===== src/rtl/cla_pkg.sv =====
// Shared types and lookahead helper for the pipelined CLA.
// Carries are formed as flat sums of products, never rippled.
package cla_pkg;

  localparam int GRP_W   = 4;
  localparam int MAX_GRP = 32;

  typedef struct packed {
    logic p;
    logic g;
  } grp_pg_t;

  // c[k] = G[k-1] | P[k-1]&c[k-1], expanded into independent product terms
  function automatic logic [MAX_GRP:0] lookahead_carries(
    input logic [MAX_GRP-1:0] p,
    input logic [MAX_GRP-1:0] g,
    input logic               c0
  );
    logic [MAX_GRP:0] c;
    logic             term;
    c    = '0;
    c[0] = c0;
    for (int k = 1; k <= MAX_GRP; k++) begin
      term = c0;
      for (int j = 0; j < k; j++) term &= p[j];
      c[k] = term;
      for (int j = 0; j < k; j++) begin
        term = g[j];
        for (int m = j + 1; m < k; m++) term &= p[m];
        c[k] |= term;
      end
    end
    return c;
  endfunction

endpackage


===== src/rtl/cla_pipe_adder_if.sv =====
// Operand/result handshake bundle for the pipelined CLA.
// master drives operands and consumes results; slave is the adder.
interface cla_pipe_adder_if #(
  parameter int WIDTH = 16
);
  logic             in_valid;
  logic             in_ready;
  logic [WIDTH-1:0] a;
  logic [WIDTH-1:0] b;
  logic             cin;
  logic             sub;
  logic             out_valid;
  logic             out_ready;
  logic [WIDTH-1:0] s;
  logic             cout;
  logic             ovf;
  logic             pg;
  logic             gg;

  modport master (
    output in_valid, a, b, cin, sub, out_ready,
    input  in_ready, out_valid, s, cout, ovf, pg, gg
  );

  modport slave (
    input  in_valid, a, b, cin, sub, out_ready,
    output in_ready, out_valid, s, cout, ovf, pg, gg
  );
endinterface


===== src/rtl/cla4_group.sv =====
// 4-bit carry-lookahead group: sums, group P/G and carry into bit 3.
// Purely combinational; reused for P/G and for final sums.
module cla4_group
  import cla_pkg::*;
(
  input  logic [GRP_W-1:0] a_i,
  input  logic [GRP_W-1:0] b_i,
  input  logic             ci_i,
  output logic [GRP_W-1:0] s_o,
  output logic             p_o,
  output logic             g_o,
  output logic             c3_o
);
  logic [3:0] p;
  logic [3:0] g;
  logic [3:0] c;

  // bit-level lookahead inside the group
  always_comb begin
    p    = a_i ^ b_i;
    g    = a_i & b_i;
    c[0] = ci_i;
    c[1] = g[0] | (p[0] & ci_i);
    c[2] = g[1] | (p[1] & g[0]) | (p[1] & p[0] & ci_i);
    c[3] = g[2] | (p[2] & g[1]) | (p[2] & p[1] & g[0])
         | (p[2] & p[1] & p[0] & ci_i);
    s_o  = p ^ c;
    p_o  = &p;
    g_o  = g[3] | (p[3] & g[2]) | (p[3] & p[2] & g[1])
         | (p[3] & p[2] & p[1] & g[0]);
    c3_o = c[3];
  end
endmodule


===== src/rtl/cla_pipe_adder.sv =====
// Two-stage pipelined CLA adder/subtractor with valid/ready flow.
// Stage 1 registers group P/G, stage 2 resolves carries and sums.
module cla_pipe_adder
  import cla_pkg::*;
#(
  parameter int WIDTH = 16
) (
  input logic            clk,
  input logic            rst,
  cla_pipe_adder_if.slave bus
);
  localparam int NGRP = WIDTH / GRP_W;

  if ((WIDTH % GRP_W) != 0 || WIDTH < 8 || NGRP > MAX_GRP) begin : g_bad_width
    $error("cla_pipe_adder: WIDTH must be a multiple of 4 and >= 8");
  end

  logic             adv1;
  logic             adv2;
  logic [WIDTH-1:0] bx;
  logic             cx;
  grp_pg_t [NGRP-1:0] gpg_d;

  logic             v1_q;
  logic [WIDTH-1:0] a1_q;
  logic [WIDTH-1:0] b1_q;
  logic             c1_q;
  grp_pg_t [NGRP-1:0] gpg_q;

  logic [MAX_GRP-1:0] p_ext;
  logic [MAX_GRP-1:0] g_ext;
  logic [MAX_GRP:0]   carry_full_unused;
  logic [MAX_GRP:0]   gen_full_unused;
  logic [NGRP:0]      carry;

  logic [WIDTH-1:0] s_d;
  logic             cout_d;
  logic             ovf_d;
  logic             pg_d;
  logic             gg_d;

  logic             v2_q;
  logic [WIDTH-1:0] s_q;
  logic             cout_q;
  logic             ovf_q;
  logic             pg_q;
  logic             gg_q;

  logic [WIDTH-1:0] s1_unused;
  logic [NGRP-1:0]  c31_unused;
  logic [NGRP-1:0]  p2_unused;
  logic [NGRP-1:0]  g2_unused;
  logic [NGRP-1:0]  c3_unused;

  assign adv2         = !v2_q || bus.out_ready;
  assign adv1         = !v1_q || adv2;
  assign bus.in_ready = adv1;

  assign bx = bus.sub ? ~bus.b : bus.b;
  assign cx = bus.sub | bus.cin;

  for (genvar k = 0; k < NGRP; k++) begin : g_grp
    cla4_group u_pg (
      .a_i  (bus.a[k*GRP_W +: GRP_W]),
      .b_i  (bx[k*GRP_W +: GRP_W]),
      .ci_i (1'b0),
      .s_o  (s1_unused[k*GRP_W +: GRP_W]),
      .p_o  (gpg_d[k].p),
      .g_o  (gpg_d[k].g),
      .c3_o (c31_unused[k])
    );
    cla4_group u_sum (
      .a_i  (a1_q[k*GRP_W +: GRP_W]),
      .b_i  (b1_q[k*GRP_W +: GRP_W]),
      .ci_i (carry[k]),
      .s_o  (s_d[k*GRP_W +: GRP_W]),
      .p_o  (p2_unused[k]),
      .g_o  (g2_unused[k]),
      .c3_o (c3_unused[k])
    );
  end

  // second-level lookahead over the registered group P/G
  always_comb begin
    p_ext = '0;
    g_ext = '0;
    for (int k = 0; k < NGRP; k++) begin
      p_ext[k] = gpg_q[k].p;
      g_ext[k] = gpg_q[k].g;
    end
    carry_full_unused = lookahead_carries(p_ext, g_ext, c1_q);
    gen_full_unused   = lookahead_carries(p_ext, g_ext, 1'b0);
  end

  assign carry  = carry_full_unused[NGRP:0];
  assign cout_d = carry[NGRP];
  assign ovf_d  = c3_unused[NGRP-1] ^ cout_d;
  assign pg_d   = &p_ext[NGRP-1:0];
  assign gg_d   = gen_full_unused[NGRP];

  // stage 1: capture operands and group P/G when the pipe can advance
  always_ff @(posedge clk) begin
    if (rst) begin
      v1_q  <= 1'b0;
      a1_q  <= '0;
      b1_q  <= '0;
      c1_q  <= 1'b0;
      gpg_q <= '0;
    end else if (adv1) begin
      v1_q  <= bus.in_valid;
      a1_q  <= bus.a;
      b1_q  <= bx;
      c1_q  <= cx;
      gpg_q <= gpg_d;
    end
  end

  // stage 2: register final result unless the consumer is stalling
  always_ff @(posedge clk) begin
    if (rst) begin
      v2_q   <= 1'b0;
      s_q    <= '0;
      cout_q <= 1'b0;
      ovf_q  <= 1'b0;
      pg_q   <= 1'b0;
      gg_q   <= 1'b0;
    end else if (adv2) begin
      v2_q   <= v1_q;
      s_q    <= s_d;
      cout_q <= cout_d;
      ovf_q  <= ovf_d;
      pg_q   <= pg_d;
      gg_q   <= gg_d;
    end
  end

  assign bus.out_valid = v2_q;
  assign bus.s         = s_q;
  assign bus.cout      = cout_q;
  assign bus.ovf       = ovf_q;
  assign bus.pg        = pg_q;
  assign bus.gg        = gg_q;
endmodule


===== src/flat_wrapper.sv =====
// flat-port wrapper written by rule: the top's interface ports become plain ports
module cla_pipe_adder_flat import cla_pkg::*;
#(
  parameter int WIDTH = 16
)
  (clk, rst, bus_in_valid, bus_a, bus_b, bus_cin, bus_sub, bus_out_ready, bus_in_ready, bus_out_valid, bus_s, bus_cout, bus_ovf, bus_pg, bus_gg);
  cla_pipe_adder_if #(.WIDTH(WIDTH)) bus_i ();
  input logic clk;
  input logic rst;
  input wire logic [$bits(bus_i.in_valid)-1:0] bus_in_valid;
  input wire logic [$bits(bus_i.a)-1:0] bus_a;
  input wire logic [$bits(bus_i.b)-1:0] bus_b;
  input wire logic [$bits(bus_i.cin)-1:0] bus_cin;
  input wire logic [$bits(bus_i.sub)-1:0] bus_sub;
  input wire logic [$bits(bus_i.out_ready)-1:0] bus_out_ready;
  output wire logic [$bits(bus_i.in_ready)-1:0] bus_in_ready;
  output wire logic [$bits(bus_i.out_valid)-1:0] bus_out_valid;
  output wire logic [$bits(bus_i.s)-1:0] bus_s;
  output wire logic [$bits(bus_i.cout)-1:0] bus_cout;
  output wire logic [$bits(bus_i.ovf)-1:0] bus_ovf;
  output wire logic [$bits(bus_i.pg)-1:0] bus_pg;
  output wire logic [$bits(bus_i.gg)-1:0] bus_gg;
  assign bus_i.in_valid = bus_in_valid;
  assign bus_i.a = bus_a;
  assign bus_i.b = bus_b;
  assign bus_i.cin = bus_cin;
  assign bus_i.sub = bus_sub;
  assign bus_i.out_ready = bus_out_ready;
  assign bus_in_ready = bus_i.in_ready;
  assign bus_out_valid = bus_i.out_valid;
  assign bus_s = bus_i.s;
  assign bus_cout = bus_i.cout;
  assign bus_ovf = bus_i.ovf;
  assign bus_pg = bus_i.pg;
  assign bus_gg = bus_i.gg;
  cla_pipe_adder #(.WIDTH(WIDTH)) u_core (.clk(clk), .rst(rst), .bus(bus_i));
endmodule

===== config.mk =====
export PLATFORM = sky130hd
export DESIGN_NAME = cla_pipe_adder_flat
export DESIGN_NICKNAME = d
export VERILOG_FILES = /design/src/rtl/cla_pkg.sv /design/src/rtl/cla_pipe_adder_if.sv /design/src/rtl/cla4_group.sv /design/src/rtl/cla_pipe_adder.sv /design/src/flat_wrapper.sv
export SDC_FILE = /design/constraint.sdc
export NUM_CORES = 1
export LEC_CHECK = 0
export CAP_MARGIN = 20
export CORE_UTILIZATION = 53
export CTS_BUF_LIST = sky130_fd_sc_hd__clkbuf_4 sky130_fd_sc_hd__clkbuf_8 sky130_fd_sc_hd__clkbuf_16
export DETAILED_ROUTE_END_ITERATION = 12
export GPL_ROUTABILITY_DRIVEN = 0
export PLACE_DENSITY_LB_ADDON = 0.25
export SETUP_SLACK_MARGIN = 0.2
export SLEW_MARGIN = 5
export SYNTH_ARGS = -nofsm -noshare
export SYNTH_HDL_FRONTEND = slang
export SYNTH_SLANG_ARGS = --single-unit --ignore-timing --ignore-initial --compat-mode --unroll-limit 50000

===== constraint.sdc =====
create_clock -name clk -period 2.39 [get_ports clk]
set_input_delay 0.239 -clock clk [delete_from_list [all_inputs] [get_ports clk]]
set_output_delay 0.239 -clock clk [all_outputs]
set_load 0.005 [all_outputs]

==> results.md, run 1 <==
- Final cycle utilization of the critical path: 0.844
- Worst Max-Slew Pin Slew: 631 ps
- Final setup viols: 0
- Clock sinks: 63
- Number of synthesized flops with an enable pin: 0
- Outcome: finished clean
- Layout Skew: 6.65 ps
- Arrival time worst endpoint: 1780 ps
- P_sw: 0.000748 W
- Logic gate share of total power: 0.213
- Clock share of power: 0.333
- Chip width: 81.4 um
- Die height: 81.4 um
- Final hold violation count: 0
- Area grow syn2layout: 24.2%
- Tot GR Track Use: 0.255
- Synth top area cells: dfxtp_1, ha_1, nor2_1
- Rel. slew slack: 0.580
- CP Capture Type: primary output
- Vias per inst: 5.71
- Max Buffers Root-to-Sink: 2
- Num CTS Buffers: 9
- TNS Setup: 0 ps
- Top Ports: 60
- Hold_ws: 411 ps
- Hold Crit Depth: 2
- Worst-skew pair later-pin latency: 340 ps
- Drt first-iter violations: 173
- Setup ws final: 372 ps
- Layout cells sized above 1: 0.0759
- Int Pwr: 0.00192 W
- First-pass GRT wire length: 12800 um
- GRT overflow: 0
- Critical Path RT: 2150 ps
- Drt pass-1 iters: 5
- Starting Density: 0.558
- Main synth FF type: dfxtp_1
- Number of buffers added on ports: 59
- Die ar.: 6630 um2
- Area leader, netlist: dfxtp_1
- Fin nets: 514
- # rows: 28
- RSZ-0062 raised after global routing: false
- Post-Synthesis Cells: 390
- Yosys top cell area share: 0.377
- Routed len/inst: 14.9 um
- Yosys warning count: 0
- Core area: 5990 um2
- Most common library cell in the layout ignoring fill and taps: dfxtp_1
- IR drop worst, VDD: 0.000349 V
- P per Cell Area: 643 nW/um2
- Post-CTS setup buffer count: 0
- Mean post-synth cell area: 8.58 um2
- ANT nets after route: 0
- Pleak: 1.78 nW
- Number of global-route vias before repair: 2741
- HPWL after DPL: 5660 um
- Root Buffer: clkbuf_8
- Diodes inserted: 0
- Total number of vias: 2985
- DRC Markers: 0
- Max-cap viol count: 0
- TritonCTS clock tree: done
- Most frequent cells in the layout: dfxtp_1, clkdlybuf4s50_1, nor2_1
- Pre-CTS WS: 202 ps
- FFs w/ async S/R, synth: 0
- Clock-pin transition on the worst setup and hold timing paths: 70 ps
- Syn_nets: 460
- Final WL: 7790 um
- Hold Crit Class: in -> reg
- Largest fanout on the critical path: 16
- Sw Share: 0.280
- Netlist cell types: 47
- Final Slew Violations: 0
- Worst setup SP type: register
- Synth Cell Area: 3340 um2
- Post-CTS Hold Buffers: 0
- F_max: 0.496 GHz
- Largest net degree at the start of global routing: 44
- #FFs+latches synth: 63
- R2R cell count: 5
- Kind of critical path: reg -> out
- Fin crit period: 2020 ps
- Seq/Total Area, Yosys: 0.377
- Reg power frac: 0.453
- CTS resizes: 0
- Antenna violations before repair: 0
- Post-layout util: 0.693
- CTS H-tree depth: 3
[synth_stat cells (2+ instances only)]
cell and n:
nor4b_1 4, nand2b_1 2, nor2_1 50, nand4_1 3, nand2_1 42, xor2_1 20, buf_4 2, buf_2 5
a22oi_1 6, inv_1 6, ha_1 28, nor3_1 22, buf_6 3, clkbuf_1 12, xnor2_1 5, and2_1 2
and4_1 4, dfxtp_1 63, nand3_1 7, a31oi_1 5, and3_1 2, nor4_1 2, a211oi_1 11, buf_1 2
fa_1 4, o21ai_0 11, nor2b_1 5, o211ai_1 3, o31ai_1 2, a21oi_1 36, a21o_1 5
[metal layers]
metal	global-route usage	routed length, um	share of wire
met5	0	0	0
met4	0.109	95	0.012
met3	0.0389	466	0.060
met2	0.384	3510	0.45
met1	0.359	3720	0.48
[power groups by stage]
stage,Combinational (W),Sequential (W),Clock [W]
finish,0.000569,0.00121,0.000890
global route,0.000639,0.00122,0.000950
CTS,0.000569,0.00121,0.000893
detailed placement,0.000564,0.00123,0
global placement,0.000542,0.00123,0
floorplan,0.000327,0.00122,0
[final timing paths]
kind | from | endpoint | slack, ps
min reg2reg | u_core.bus.s[1]$_SDFFE_PP0P_ | u_core.bus.s[1]$_SDFFE_PP0P_ | 450
min | rst | u_core.bus.pg$_SDFFE_PP0P_ | 410
max | u_core.bus.out_valid$_SDFFE_PP0P_ | bus_in_ready | 370
max reg2reg | u_core.g_ext[1]$_SDFFE_PP0P_ | u_core.bus.s[13]$_SDFFE_PP0P_ | 430
[worst max-delay path, stage by stage, from the launching register on]
cell and delay [ps]:
dfxtp_1 320, nor2b_2 150, and2_1 180, inv_2 230
clkdlybuf4s50_1 560
[state kept, by name, indices dropped and copies added (netlist names)]
register / count
u_core.b1_q: 16
u_core.bus.cout: 1
u_core.bus.gg: 1
u_core.bus.ovf: 1
u_core.bus.pg: 1
u_core.g_ext: 4
u_core.bus.s: 16
u_core.c1_q: 1
u_core.a1_q: 16
u_core.bus.out_valid: 1
u_core.gpg_q: 4
u_core.v1_q: 1
[area by class of cell]
cell class | instances | area, um2
multi-input combinational | 296 | 1930
fill | 504 | 1840
sequential | 63 | 1260
timing repair buffer | 67 | 658
clock buffer | 10 | 131
tap | 75 | 93.8
clock inverter | 5 | 50.0
inverter | 7 | 26.3
[metrics by stage]
stage          std cells  instance area, um2  power [W]
3_5_place_dp         508                3970    0.00180
3_3_place_gp         508                3970    0.00177
6_report             523                4150    0.00267
2_1_floorplan        390                3340    0.00155
4_1_cts              523                4150    0.00267
5_1_grt              523                4150    0.00281
[kinds of logic (layout without fill, tap and decap cells)]
kind of cell               count (synthesis)  in the layout  share of synthesized area
AOI/OAI and AO/OA                         90             90                      0.177
xor gates and xnor gates                  25             25                     0.0655
adders and majority gates                 32             32                      0.129
buffers and inverters                     31             89                     0.0456
DFF                                       63             63                      0.377
and+or+nand+nor                          149            149                      0.206
No activity file was read; power rests on OpenSTA's default activity.
==> inputs of run 2 (changes only) <==
clock period = 2 ns   (was 2.39 ns; I/O delays follow)
==> results.md, run 2 (synthesis results as in run 1) <==
- Critical Path RT: 2260 ps
- Pleak: 1.85 nW
- Number of global-route vias before repair: 2843
- Top delay family on crit path: compound AO/OA/AOI/OAI gates
- Num CTS Buffers: 9
- Final cycle utilization of the critical path: 0.903
- WP depth: 5
- Tot GR Track Use: 0.257
- Dpl cells: 516
- R2R cell count: 5
- # rows: 28
- Pre-CTS WS: -127 ps
- Worst setup SP type: register
- Diodes inserted: 0
- Core area: 5990 um2
- Final Non-Filler Cells: 533
- Drt first-iter violations: 199
- Bufs and invs on worst path: 0
- Final WL: 7770 um
- GRT overflow: 0
- Largest fanout on the critical path: 5
- Most common library cell in the layout ignoring fill and taps: dfxtp_1
- Vias per inst: 5.65
- Setup ws final: 194 ps
- CP dominant cell by count: a21o_2
- Fin nets: 523
- Area grow syn2layout: 28.7%
- CP Capture Type: register
- RSZ-0062 raised after global routing: true
- Fillcell total: 461
- Max Buffers Root-to-Sink: 2
- Max-cap viol count: 0
- IR drop worst, VDD: 0.000459 V
- Worst-skew pair later-pin latency: 340 ps
- Hold Crit Depth: 4
- Top Ports: 60
- Hold_ws: 315 ps
- ANT nets after route: 0
- Worst-path cell chain: a21o_2 > a21o_2 > fa_1 > xnor2_1 > a211oi_1
- Most frequent cells in the layout: dfxtp_1, clkdlybuf4s50_1, nor2_1
- Fin crit period: 1810 ps
- Die ar.: 6630 um2
- Worst Max-Slew Pin Slew: 652 ps
- Largest net degree at the start of global routing: 63
- First-pass GRT wire length: 12800 um
- Final Slew Violations: 0
- Starting Density: 0.558
- DRC Markers: 0
- F_max: 0.554 GHz
- Clock-pin transition on the worst setup and hold timing paths: 70 ps
- Clock sinks: 63
- Hold Crit Class: in -> reg
- Total number of vias: 3014
- Final hold violation count: 0
- Arrival time worst endpoint: 2070 ps
- Rel. slew slack: 0.566
- Crit-path slowest cell: fa_1
- P per Cell Area: 798 nW/um2
- Final setup viols: 0
- Post-CTS Hold Buffers: 0
- TNS Setup: 0 ps
- Layout cells sized above 1: 0.111
- Largest stage delay, worst path: 460 ps
- Number of buffers added on ports: 59
- Routed len/inst: 14.6 um
- Chip width: 81.4 um
- Drt pass-1 iters: 5
- Root Buffer: clkbuf_8
- Die height: 81.4 um
- Antenna violations before repair: 0
- Kind of critical path: reg -> reg
- Layout Skew: 8.39 ps
- CTS H-tree depth: 3
- TritonCTS clock tree: done
- Outcome: finished clean
- HPWL after DPL: 5440 um
run 2: cell types whose count changed in the layout (fill, tap and decap cells not counted), sizes merged:
| cell | previous run | this run |
|---|---|---|
| clkinv | 4 | 1 |
| clkbuf | 10 | 13 |
| buf | 9 | 18 |
| bufinv | 1 | 2 |
run 2: worst min-delay path: stages:
cell and delay (ps):
buf_2 90, inv_1 30, buf_4 170, o311a_1 110
run 2: final cells by class:
cell class | instances | area, um2 | share of cell area
Clock buffer | 13 | 166 | 0.0387
Clock inverter | 3 | 65.1 | 0.0151
Inverter | 7 | 28.8 | 0.00668
Multi-Input combinational cell | 296 | 1960 | 0.456
Sequential cell | 63 | 1260 | 0.293
Tap cell | 75 | 93.8 | 0.0218
Timing Repair Buffer | 76 | 726 | 0.169
run 2: repair_timing:
action / 4_1_cts / 5_1_grt
buffers inserted: 1 / 0
setup endpoints to repair: 2 / 7
gates resized for setup: 2 / 7
endpoints found under the hold margin: 0 / 0
run 2: final timing paths:
kind | startpoint | to | slack, ps
worst max register to register | u_core.gpg_q[1]$_SDFFE_PP0P_ | u_core.bus.s[9]$_SDFFE_PP0P_ | 190
worst max-delay path | u_core.gpg_q[1]$_SDFFE_PP0P_ | u_core.bus.s[9]$_SDFFE_PP0P_ | 190
worst min-delay path | rst | u_core.bus.s[11]$_SDFFE_PP0P_ | 310
worst min register to register | u_core.bus.s[12]$_SDFFE_PP0P_ | u_core.bus.s[12]$_SDFFE_PP0P_ | 450
run 2: routing by layer:
metal,part of all wire,global-route usage,vias to the layer above
li1,-,-,1499
met1,0.47,0.341,1387
met2,0.45,0.392,107
met3,0.058,0.0711,21
met4,0.022,0.107,0
met5,0,0,-
run 2: per-stage QoR:
stage / total power, W / instance area (um2) / util
3_3_place_gp: 0.00213 / 4030 / 0.673
2_1_floorplan: 0.00185 / 3340 / -
4_1_cts: 0.00343 / 4280 / 0.714
5_1_grt: 0.00360 / 4310 / 0.719
3_5_place_dp: 0.00216 / 4030 / 0.673
6_report: 0.00343 / 4310 / 0.719
run 2: power by group:
group / leakage [nW] / switching, W / total [W] / internal, W
sequential: 0.523 / 0.0000808 / 0.00145 / 0.00137
combinational: 1.21 / 0.000334 / 0.000710 / 0.000376
clock: 0.120 / 0.000480 / 0.00128 / 0.000796
